==> src/rtl/coresub_sramtrm_seq_if.sv <==
// Bus bundle between the SRAM trim SFR block, the safe-apply sequencer and the SRAM macros.
// The master modport is the SFR/macro side; the slave modport is the sequencer.
interface coresub_sramtrm_seq_if #(
  parameter int unsigned NB = 6,
  parameter int unsigned TW = 3,
  parameter int unsigned WW = 2
) ();
  logic [NB*TW-1:0] tgt_trm;
  logic [NB*WW-1:0] tgt_wait;
  logic             apply;
  logic             err_clr;
  logic [NB-1:0]    qreq;
  logic [NB-1:0]    qack;
  logic [NB*TW-1:0] trm_out;
  logic [NB*WW-1:0] wait_out;
  logic             busy;
  logic             done;
  logic [NB-1:0]    tout_err;
  logic             overrun;

  modport master (
    output tgt_trm, tgt_wait, apply, err_clr, qack,
    input  qreq, trm_out, wait_out, busy, done, tout_err, overrun
  );

  modport slave (
    input  tgt_trm, tgt_wait, apply, err_clr, qack,
    output qreq, trm_out, wait_out, busy, done, tout_err, overrun
  );
endinterface

==> src/rtl/coresub_sramtrm_seq.sv <==
// Safe-apply sequencer: pushes SFR trim/wait targets to the SRAM banks one at a time,
// each bank only while quiesced (qreq/qack handshake, update, settle, release).
module coresub_sramtrm_seq #(
  parameter int unsigned      NB     = 6,
  parameter int unsigned      TW     = 3,
  parameter int unsigned      WW     = 2,
  parameter logic [NB*TW-1:0] TRM_IV = 18'o344244,
  parameter int unsigned      SETTLE = 8,
  parameter int unsigned      TOUT   = 255
) (
  input  logic                  clk,
  input  logic                  resetn,
  coresub_sramtrm_seq_if.slave  bus
);

  localparam int unsigned IW   = (NB > 1) ? $clog2(NB) : 1;
  localparam int unsigned CMAX = (TOUT > SETTLE) ? TOUT : SETTLE;
  localparam int unsigned CW   = $clog2(CMAX + 1);

  localparam logic [IW-1:0] LAST_IDX  = IW'(NB - 1);
  localparam logic [CW-1:0] TOUT_M1   = CW'(TOUT - 1);
  localparam logic [CW-1:0] SETTLE_M1 = CW'(SETTLE - 1);

  typedef enum logic [2:0] {
    S_IDLE,
    S_SCAN,
    S_QREQ,
    S_APPLY,
    S_SETTLE,
    S_RELEASE
  } state_t;

  state_t                    r_state, w_state;
  logic [IW-1:0]             r_idx, w_idx;
  logic [CW-1:0]             r_cnt, w_cnt;
  logic [NB-1:0][TW-1:0]     r_sh_trm, w_sh_trm;
  logic [NB-1:0][WW-1:0]     r_sh_wait, w_sh_wait;
  logic [NB-1:0][TW-1:0]     r_trm, w_trm;
  logic [NB-1:0][WW-1:0]     r_wait, w_wait;
  logic [NB-1:0]             r_qreq, w_qreq;
  logic                      r_busy, w_busy;
  logic                      r_done, w_done;
  logic [NB-1:0]             r_tout_err, w_tout_err;
  logic                      r_overrun, w_overrun;
  logic [NB-1:0]             w_err_set;
  logic                      w_ovr_set;
  logic                      w_adv;

  // Next-state, datapath and flag logic
  always_comb begin
    w_state   = r_state;
    w_idx     = r_idx;
    w_cnt     = r_cnt;
    w_sh_trm  = r_sh_trm;
    w_sh_wait = r_sh_wait;
    w_trm     = r_trm;
    w_wait    = r_wait;
    w_qreq    = r_qreq;
    w_done    = 1'b0;
    w_err_set = '0;
    w_adv     = 1'b0;

    case (r_state)
      S_IDLE: begin
        // An apply coinciding with the done pulse is treated as an overrun, not a restart
        if (bus.apply && !r_done) begin
          w_sh_trm  = bus.tgt_trm;
          w_sh_wait = bus.tgt_wait;
          w_idx     = '0;
          w_state   = S_SCAN;
        end
      end
      S_SCAN: begin
        if ((r_sh_trm[r_idx] == r_trm[r_idx]) && (r_sh_wait[r_idx] == r_wait[r_idx])) begin
          w_adv = 1'b1;
        end else begin
          w_qreq        = '0;
          w_qreq[r_idx] = 1'b1;
          w_cnt         = '0;
          w_state       = S_QREQ;
        end
      end
      S_QREQ: begin
        if (bus.qack[r_idx]) begin
          w_state = S_APPLY;
        end else if (r_cnt >= TOUT_M1) begin
          w_qreq           = '0;
          w_err_set[r_idx] = 1'b1;
          w_adv            = 1'b1;
        end else begin
          w_cnt = r_cnt + CW'(1);
        end
      end
      S_APPLY: begin
        w_trm[r_idx]  = r_sh_trm[r_idx];
        w_wait[r_idx] = r_sh_wait[r_idx];
        w_cnt         = '0;
        w_state       = S_SETTLE;
      end
      S_SETTLE: begin
        if (r_cnt >= SETTLE_M1) begin
          w_qreq  = '0;
          w_cnt   = '0;
          w_state = S_RELEASE;
        end else begin
          w_cnt = r_cnt + CW'(1);
        end
      end
      S_RELEASE: begin
        if (!bus.qack[r_idx]) begin
          w_adv = 1'b1;
        end else if (r_cnt >= TOUT_M1) begin
          w_err_set[r_idx] = 1'b1;
          w_adv            = 1'b1;
        end else begin
          w_cnt = r_cnt + CW'(1);
        end
      end
      default: begin
        w_qreq  = '0;
        w_state = S_IDLE;
      end
    endcase

    // Finishing a bank either moves to the next one or closes the sequence
    if (w_adv) begin
      if (r_idx == LAST_IDX) begin
        w_state = S_IDLE;
        w_done  = 1'b1;
      end else begin
        w_idx   = r_idx + IW'(1);
        w_state = S_SCAN;
      end
    end

    w_ovr_set  = bus.apply && ((r_state != S_IDLE) || r_done);
    w_tout_err = (r_tout_err & ~{NB{bus.err_clr}}) | w_err_set;
    w_overrun  = (r_overrun & ~bus.err_clr) | w_ovr_set;
    w_busy     = (w_state != S_IDLE);
  end

  always_ff @(posedge clk or negedge resetn) begin
    if (!resetn) begin
      r_state    <= S_IDLE;
      r_idx      <= '0;
      r_cnt      <= '0;
      r_sh_trm   <= TRM_IV;
      r_sh_wait  <= '0;
      r_trm      <= TRM_IV;
      r_wait     <= '0;
      r_qreq     <= '0;
      r_busy     <= 1'b0;
      r_done     <= 1'b0;
      r_tout_err <= '0;
      r_overrun  <= 1'b0;
    end else begin
      r_state    <= w_state;
      r_idx      <= w_idx;
      r_cnt      <= w_cnt;
      r_sh_trm   <= w_sh_trm;
      r_sh_wait  <= w_sh_wait;
      r_trm      <= w_trm;
      r_wait     <= w_wait;
      r_qreq     <= w_qreq;
      r_busy     <= w_busy;
      r_done     <= w_done;
      r_tout_err <= w_tout_err;
      r_overrun  <= w_overrun;
    end
  end

  assign bus.qreq     = r_qreq;
  assign bus.trm_out  = r_trm;
  assign bus.wait_out = r_wait;
  assign bus.busy     = r_busy;
  assign bus.done     = r_done;
  assign bus.tout_err = r_tout_err;
  assign bus.overrun  = r_overrun;

endmodule

==> src/flat_wrapper.sv <==
// flat-port wrapper written by rule: the top's interface ports become plain ports
module coresub_sramtrm_seq_flat 
#(
  parameter int unsigned      NB     = 6,
  parameter int unsigned      TW     = 3,
  parameter int unsigned      WW     = 2,
  parameter logic [NB*TW-1:0] TRM_IV = 18'o344244,
  parameter int unsigned      SETTLE = 8,
  parameter int unsigned      TOUT   = 255
)
  (clk, resetn, bus_tgt_trm, bus_tgt_wait, bus_apply, bus_err_clr, bus_qack, bus_qreq, bus_trm_out, bus_wait_out, bus_busy, bus_done, bus_tout_err, bus_overrun);
  coresub_sramtrm_seq_if #(.NB(NB), .TW(TW), .WW(WW)) bus_i ();
  input  logic clk;
  input  logic resetn;
  input wire logic [$bits(bus_i.tgt_trm)-1:0] bus_tgt_trm;
  input wire logic [$bits(bus_i.tgt_wait)-1:0] bus_tgt_wait;
  input wire logic [$bits(bus_i.apply)-1:0] bus_apply;
  input wire logic [$bits(bus_i.err_clr)-1:0] bus_err_clr;
  input wire logic [$bits(bus_i.qack)-1:0] bus_qack;
  output wire logic [$bits(bus_i.qreq)-1:0] bus_qreq;
  output wire logic [$bits(bus_i.trm_out)-1:0] bus_trm_out;
  output wire logic [$bits(bus_i.wait_out)-1:0] bus_wait_out;
  output wire logic [$bits(bus_i.busy)-1:0] bus_busy;
  output wire logic [$bits(bus_i.done)-1:0] bus_done;
  output wire logic [$bits(bus_i.tout_err)-1:0] bus_tout_err;
  output wire logic [$bits(bus_i.overrun)-1:0] bus_overrun;
  assign bus_i.tgt_trm = bus_tgt_trm;
  assign bus_i.tgt_wait = bus_tgt_wait;
  assign bus_i.apply = bus_apply;
  assign bus_i.err_clr = bus_err_clr;
  assign bus_i.qack = bus_qack;
  assign bus_qreq = bus_i.qreq;
  assign bus_trm_out = bus_i.trm_out;
  assign bus_wait_out = bus_i.wait_out;
  assign bus_busy = bus_i.busy;
  assign bus_done = bus_i.done;
  assign bus_tout_err = bus_i.tout_err;
  assign bus_overrun = bus_i.overrun;
  coresub_sramtrm_seq #(.NB(NB), .TW(TW), .WW(WW), .TRM_IV(TRM_IV), .SETTLE(SETTLE), .TOUT(TOUT)) u_core (.clk(clk), .resetn(resetn), .bus(bus_i));
endmodule
==> config.mk <==
export PLATFORM = sky130hd
export DESIGN_NAME = coresub_sramtrm_seq_flat
export DESIGN_NICKNAME = d
export VERILOG_FILES = /design/src/rtl/coresub_sramtrm_seq_if.sv /design/src/rtl/coresub_sramtrm_seq.sv /design/src/flat_wrapper.sv
export SDC_FILE = /design/constraint.sdc
export NUM_CORES = 1
export LEC_CHECK = 0
export CORE_MARGIN = 3
export CORE_UTILIZATION = 28
export CTS_CLUSTER_DIAMETER = 150
export DETAILED_ROUTE_END_ITERATION = 10
export HOLD_SLACK_MARGIN = 0.02
export PLACE_DENSITY = 0.54
export SLEW_MARGIN = 40
export SYNTH_ARGS = -nofsm -noshare
export SYNTH_HDL_FRONTEND = slang
export SYNTH_SLANG_ARGS = --single-unit
==> constraint.sdc <==
create_clock -name clk -period 7.8 [get_ports clk]
set_input_delay 1.17 -clock clk [delete_from_list [all_inputs] [get_ports clk]]
set_output_delay 1.17 -clock clk [all_outputs]
set_load 0.02 [all_outputs]
* Word level (Yosys, flattened, before mapping) *
Cells that the tools add are included.

word-level totals
  register bits = 89
  input bits = 40
  output and inout bits = 45
  word-level logic and storage cells = 123

operators by class
  $add $sub $neg = 2
  order comparisons = 4
  equality and inequality tests = 13
  multiplexer cells = 51
  bitwise operators = 7
  reductions and logical operators = 14

operators with widths
  operator               number
  $mux W6                7
  $mux W8                5
  $pmux W8 S5            1
  $mux W3                12
  $pmux W6 S4            1
  $bmux W3 S3            2
  $bwmux W18             1
  $pmux W3 S6            1
  $bmux W2 S3            2
  $bwmux W12             1
  $pmux W6 S2            1
  $demux W3 S3           1
  $eq A3 B3 Y1 const B   3
  $mux W1                9
  $add A8 B1 Y8 const B  1
  $ge A8 B3 Y1 const B   1
  $ge A8 B8 Y1 const B   1
  $and A6 B6 Y6          1
  $demux W2 S3           1
  $eq A3 B2 Y1 const B   2
  $mux W2                3
  $ne A2 B1 Y1 const B   3
  $not A6 Y6             1
  $or A6 B6 Y6           1
  23 further kinds       29

* Longest topological paths before layout *
  depth in word-level cells = 8
  mapped depth = 12
  depth with buffers taken out = 9

* Worst setup path before layout *
Ideal clock, no wire load.

  path type = input-to-reg
  start point = input bus_qack[4]
  end point = register u_core.r_cnt[5]
  library setup time = 104 ps
  arrival time = 2,676 ps
  data required time = 7,696 ps
  setup slack = 5,020 ps
  stages = 9
  path buffers = 1
  path through = mux2_2 > a21oi_1 > o22ai_1 > a31oi_1 > a21boi_0 > a21boi_1 > or2_1 > buf_2 > o41ai_2

between the ends
  longest elaborated chain between the ends = 4
  elaborated cells on any way between the ends = 5
  classes of those cells = 2 x eq/ne; 2 x mux; 1 x reduce/logical

RTL lines
  what                                                                  RTL line                                               text
  start, declared                                                       flat_wrapper.sv:19                                     input wire logic [$bits(bus_i.qack)-1:0] bus_qack;
  $bmux W1 S3 *                                                         coresub_sramtrm_seq.sv:84, coresub_sramtrm_seq.sv:110
  $mux W1 (not written as such) *                                       coresub_sramtrm_seq.sv:84, coresub_sramtrm_seq.sv:110
  $ne A2 B1 Y1 (no source line) / $ne A2 B2 Y1 (equally long branches)  n/a
  $reduce_and A4 Y1 (no source line) *                                  n/a
  end signal, assigned                                                  coresub_sramtrm_seq.sv:159                             r_cnt <= w_cnt;
  end, declared                                                         coresub_sramtrm_seq.sv:35                              logic [CW-1:0] r_cnt, w_cnt;

Mark *: on every way between the ends. The rest lies on a longest branch, timed or not. The select of a mux whose other input is x is not followed.
A chain may end at the register's enable or synchronous reset.

* Final worst setup path *
  start point = register u_core.r_idx[2]
  end point = register u_core.r_cnt[0]

between the ends
  longest elaborated chain between the ends = 6
  elaborated cells on any way between the ends = 17
  classes of those cells = 5 x eq/ne; 10 x mux; 2 x reduce/logical

RTL lines
  what                                                             RTL line                    text
  start, declared                                                  coresub_sramtrm_seq.sv:34   logic [IW-1:0] r_idx, w_idx;
  start signal, assigned                                           coresub_sramtrm_seq.sv:158  r_idx <= w_idx;
  $bmux W3 S3 / $bmux W2 S3 (equally long branches)                coresub_sramtrm_seq.sv:74   if ((r_sh_trm[r_idx] == r_trm[r_idx]) && (r_sh_wait[r_idx] == r_wait[r_idx])) begin
  $mux W3 (not written as such) / $mux W2 (equally long branches)  coresub_sramtrm_seq.sv:74
  $eq A3 B3 Y1 / $eq A2 B2 Y1 (equally long branches)              coresub_sramtrm_seq.sv:74
  $logic_and A1 B1 Y1                                              coresub_sramtrm_seq.sv:74
  $ne A2 B2 Y1 (no source line)                                    n/a
  $reduce_and A4 Y1 (no source line) *                             n/a

Marked as above.

==> impl_metrics.ini <==
[run_status]
outcome = complete, no violations

[logic_synthesis]
ys_seq_elements = 89
yosysUniqueCellTypes = 59
syn_area_sq_um = 4450
synth_mux_area_frac = 0.166
synth_fa_ha_area_frac = 0.0112
syn_inst = 410
synth_fp_nets = 454
synthArstFlopShare = 1.00
ys_seq_area_frac = 0.504
synth_compound_area_frac = 0.159
avgSynthCellArea_sq_um = 10.9
synth_top_family_by_area = multiplexers
synth_edf_count = 0
ys_warn_count = 0
synthXorXnorAreaFrac = 0.00590
synth_top_flop_cell = dfrtp_1
synthSimpleGateAreaFrac = 0.109

[timing]
relSlewSlack = 0.509
finalSetupViolations = 0
tightest_slew_ns = 0.735
min_period_ns = 3.74
setup_tns_ns = 0
fmax_mhz = 267
finalCritPeriodShare = 0.480
whs_ns = 0.485
final_max_slew_viol_count = 0
timing.final.ws_setup_ns = 4.06
finClkSkew_ns = 0.00742
rsz0062_at_grt = no
hold_violations = 0

[final_layout]
layout-drive-gt1-share = 0.189
seq_area_sq_um = 2250
multi_input_area_sq_um = 2010
num_antenna_cells = 0
area_growth_pct = 30.3
fill_cells = 1504
utilization = 0.377
final_cell_mix = 83 x clkdlybuf4s50_1, 74 x dfrtp_1, 45 x mux2_2
final_nets = 532
final_common_cell = clkdlybuf4s50_1
stdcell_area_sq_um = 5800

[detailed_routing]
first_pass_iters = 5
vias = 3413
wl_per_cell_um = 16.3
drc = 0
first_iter_violations = 187
wl_um = 11500
viasPerCell = 4.85
postRouteAntennaNets = 0

[clocking]
cts_resized = 0
clkLatencyLatePin_ns = 0.34
clk_pin_slew_worst_paths_ns = 0.07
holdBufCountCts = 0
clockBufferDepth = 2
clock-sinks = 89
clockRootBuffer = clkbuf_16
postCtsSetupBuffers = 0
htree_levels = 3
cts_tree = built
numCtsBuffers = 9

[power_and_ir_drop]
p_comb_frac = 0.418
switching_share = 0.368
p_leak_uw = 0.00237
clkPwrFrac = 0.233
seqPwrFrac = 0.349
p_int_uw = 1320
p_per_area_nw_per_um2 = 360
switchingPower_uw = 767
vdd_drop_max_mv = 0.160

[setup_path]
worst_ep_required_time_ns = 8.01
cp.arrival_ns = 3.95
crit_type = flop to flop
worstPathMaxFanout = 20
endpoint_kind = flop
worst_r2r_path_depth = 8
reg2reg_to = u_core.r_cnt[0]
start_kind = flop
ff2ff_setup_slack_ns = 4.06
rr_startpoint = u_core.r_idx[2]

[place]
gp_congestion = 0.806
dpl-instance-area_sq_um = 5460
hpwlAfterDp_um = 8360
pre_cts_slack_ns = 3.94
io_buffers = 84

[floorplanning]
io_pins = 85
die_h_um = 132
coreArea_sq_um = 15400
fp-row-count = 45
die_area_sq_um = 17400
fp.dieW_um = 132
start_util = 0.290

[global_route]
grt_antenna_before_repair = 0
grt_pass1_vias = 3532
grt_pass1_wl_um = 18700
overflow = 0
grt_max_degree = 67
track_usage = 0.134

[worst_hold_path]
hold_depth = 2
hold_path.startpoint = u_core.bus.trm_out[16]
min_path_type = flop to flop
worstHoldEndpoint = u_core.bus.trm_out[16]

[flow_run]
drv_cap = 0
[metrics by stage]
step	instances	power [uW]
2_1_floorplan	410	1350
3_3_place_gp	688	1600
3_5_place_dp	688	1620
4_1_cts	704	2110
5_1_grt	704	2220
6_report	704	2090
[per-layer routing]
layer | up-vias | wire length (um) | global-route usage
li1 | 1639 | - | -
met1 | 1668 | 5190 | 0.175
met2 | 93 | 5490 | 0.220
met3 | 13 | 563 | 0.0282
met4 | 0 | 203 | 0.0478
met5 | - | 0 | 0
[power by group through the flow]
stage                     registers [uW]  clock network, uW  logic [uW]
after floorplan                      745                  0         602
after global placement               732                  0         869
after detailed placement             735                  0         883
after CTS                            727                494         886
after global routing                 749                514         956
final                                728                485         873
[cells in the mapped netlist, types with 2 or more instances]
master	instances	share of area
a211o_1	2	0.0039
a21oi_1	26	0.029
a221oi_1	4	0.0079
a31o_1	3	0.0059
a31oi_1	2	0.0028
a41o_1	3	0.0067
buf_2	7	0.0079
buf_6	5	0.013
clkbuf_1	6	0.0051
dfrtp_1	75	0.42
dfstp_2	14	0.083
ha_1	4	0.011
inv_1	19	0.016
mux2_2	45	0.11
mux2_4	2	0.0067
mux2i_1	17	0.038
nand2_1	41	0.035
nand2b_1	7	0.0098
nand3_1	6	0.0067
nor2_1	31	0.026
nor2b_1	6	0.0084
nor3_1	3	0.0034
nor3b_1	3	0.0051
nor4_1	2	0.0028
o21ai_0	25	0.028
o22ai_1	9	0.013
o31ai_1	5	0.0084
o32ai_1	4	0.0079
o41ai_2	2	0.0073
or2_1	2	0.0028
xor2_1	2	0.0039
[registers in the layout, summed over array words and instances (netlist names)]
signal,flops
u_core.bus.busy,1
u_core.bus.done,1
u_core.bus.overrun,1
u_core.bus.qreq,6
u_core.bus.tout_err,6
u_core.bus.trm_out,18
u_core.bus.wait_out,12
u_core.r_cnt,8
u_core.r_idx,3
u_core.r_sh_trm,18
u_core.r_sh_wait,12
u_core.r_state,3
[worst max-delay path, cell delays in order (launching register included)]
cell and delay (ns):
dfrtp_1 0.82, nor2b_1 0.68, nand2_1 0.17, a211o_1 0.32, a211oi_2 0.26, nand4_2 0.27, a21boi_1 0.63, or2_1 0.34
o21ai_0 0.12
[kinds of logic after synthesis]
group	after synthesis
xor gates and xnor gates	3
and+or+nand+nor	106
buffers and inverters	39
adders and majority gates	4
DFF	89
AOI/OAI and AO/OA	103
muxes	66
[worst max path at each step]
stage	from	end	slack (ns)	cells past startpoint
final	u_core.r_idx[2]	u_core.r_cnt[0]	4.06	8
after global routing	u_core.r_idx[2]	u_core.r_cnt[0]	3.74	8
after CTS	u_core.r_idx[1]	u_core.r_cnt[0]	4.01	8
after detailed placement	bus_qack[4]	u_core.r_cnt[0]	3.94	9
after global placement	bus_qack[4]	u_core.r_cnt[0]	4.06	9
after floorplan	bus_qack[4]	u_core.r_cnt[5]	5.02	9
[layout make-up]
cell class	count	area share
Multi-Input combinational cell	282	0.347
Tap cell	211	0.0455
Clock buffer	12	0.0460
Inverter	19	0.0123
Clock inverter	4	0.0127
Timing Repair Buffer	87	0.149
Sequential cell	89	0.387
Note: power is estimated with default switching activity, not from simulation.
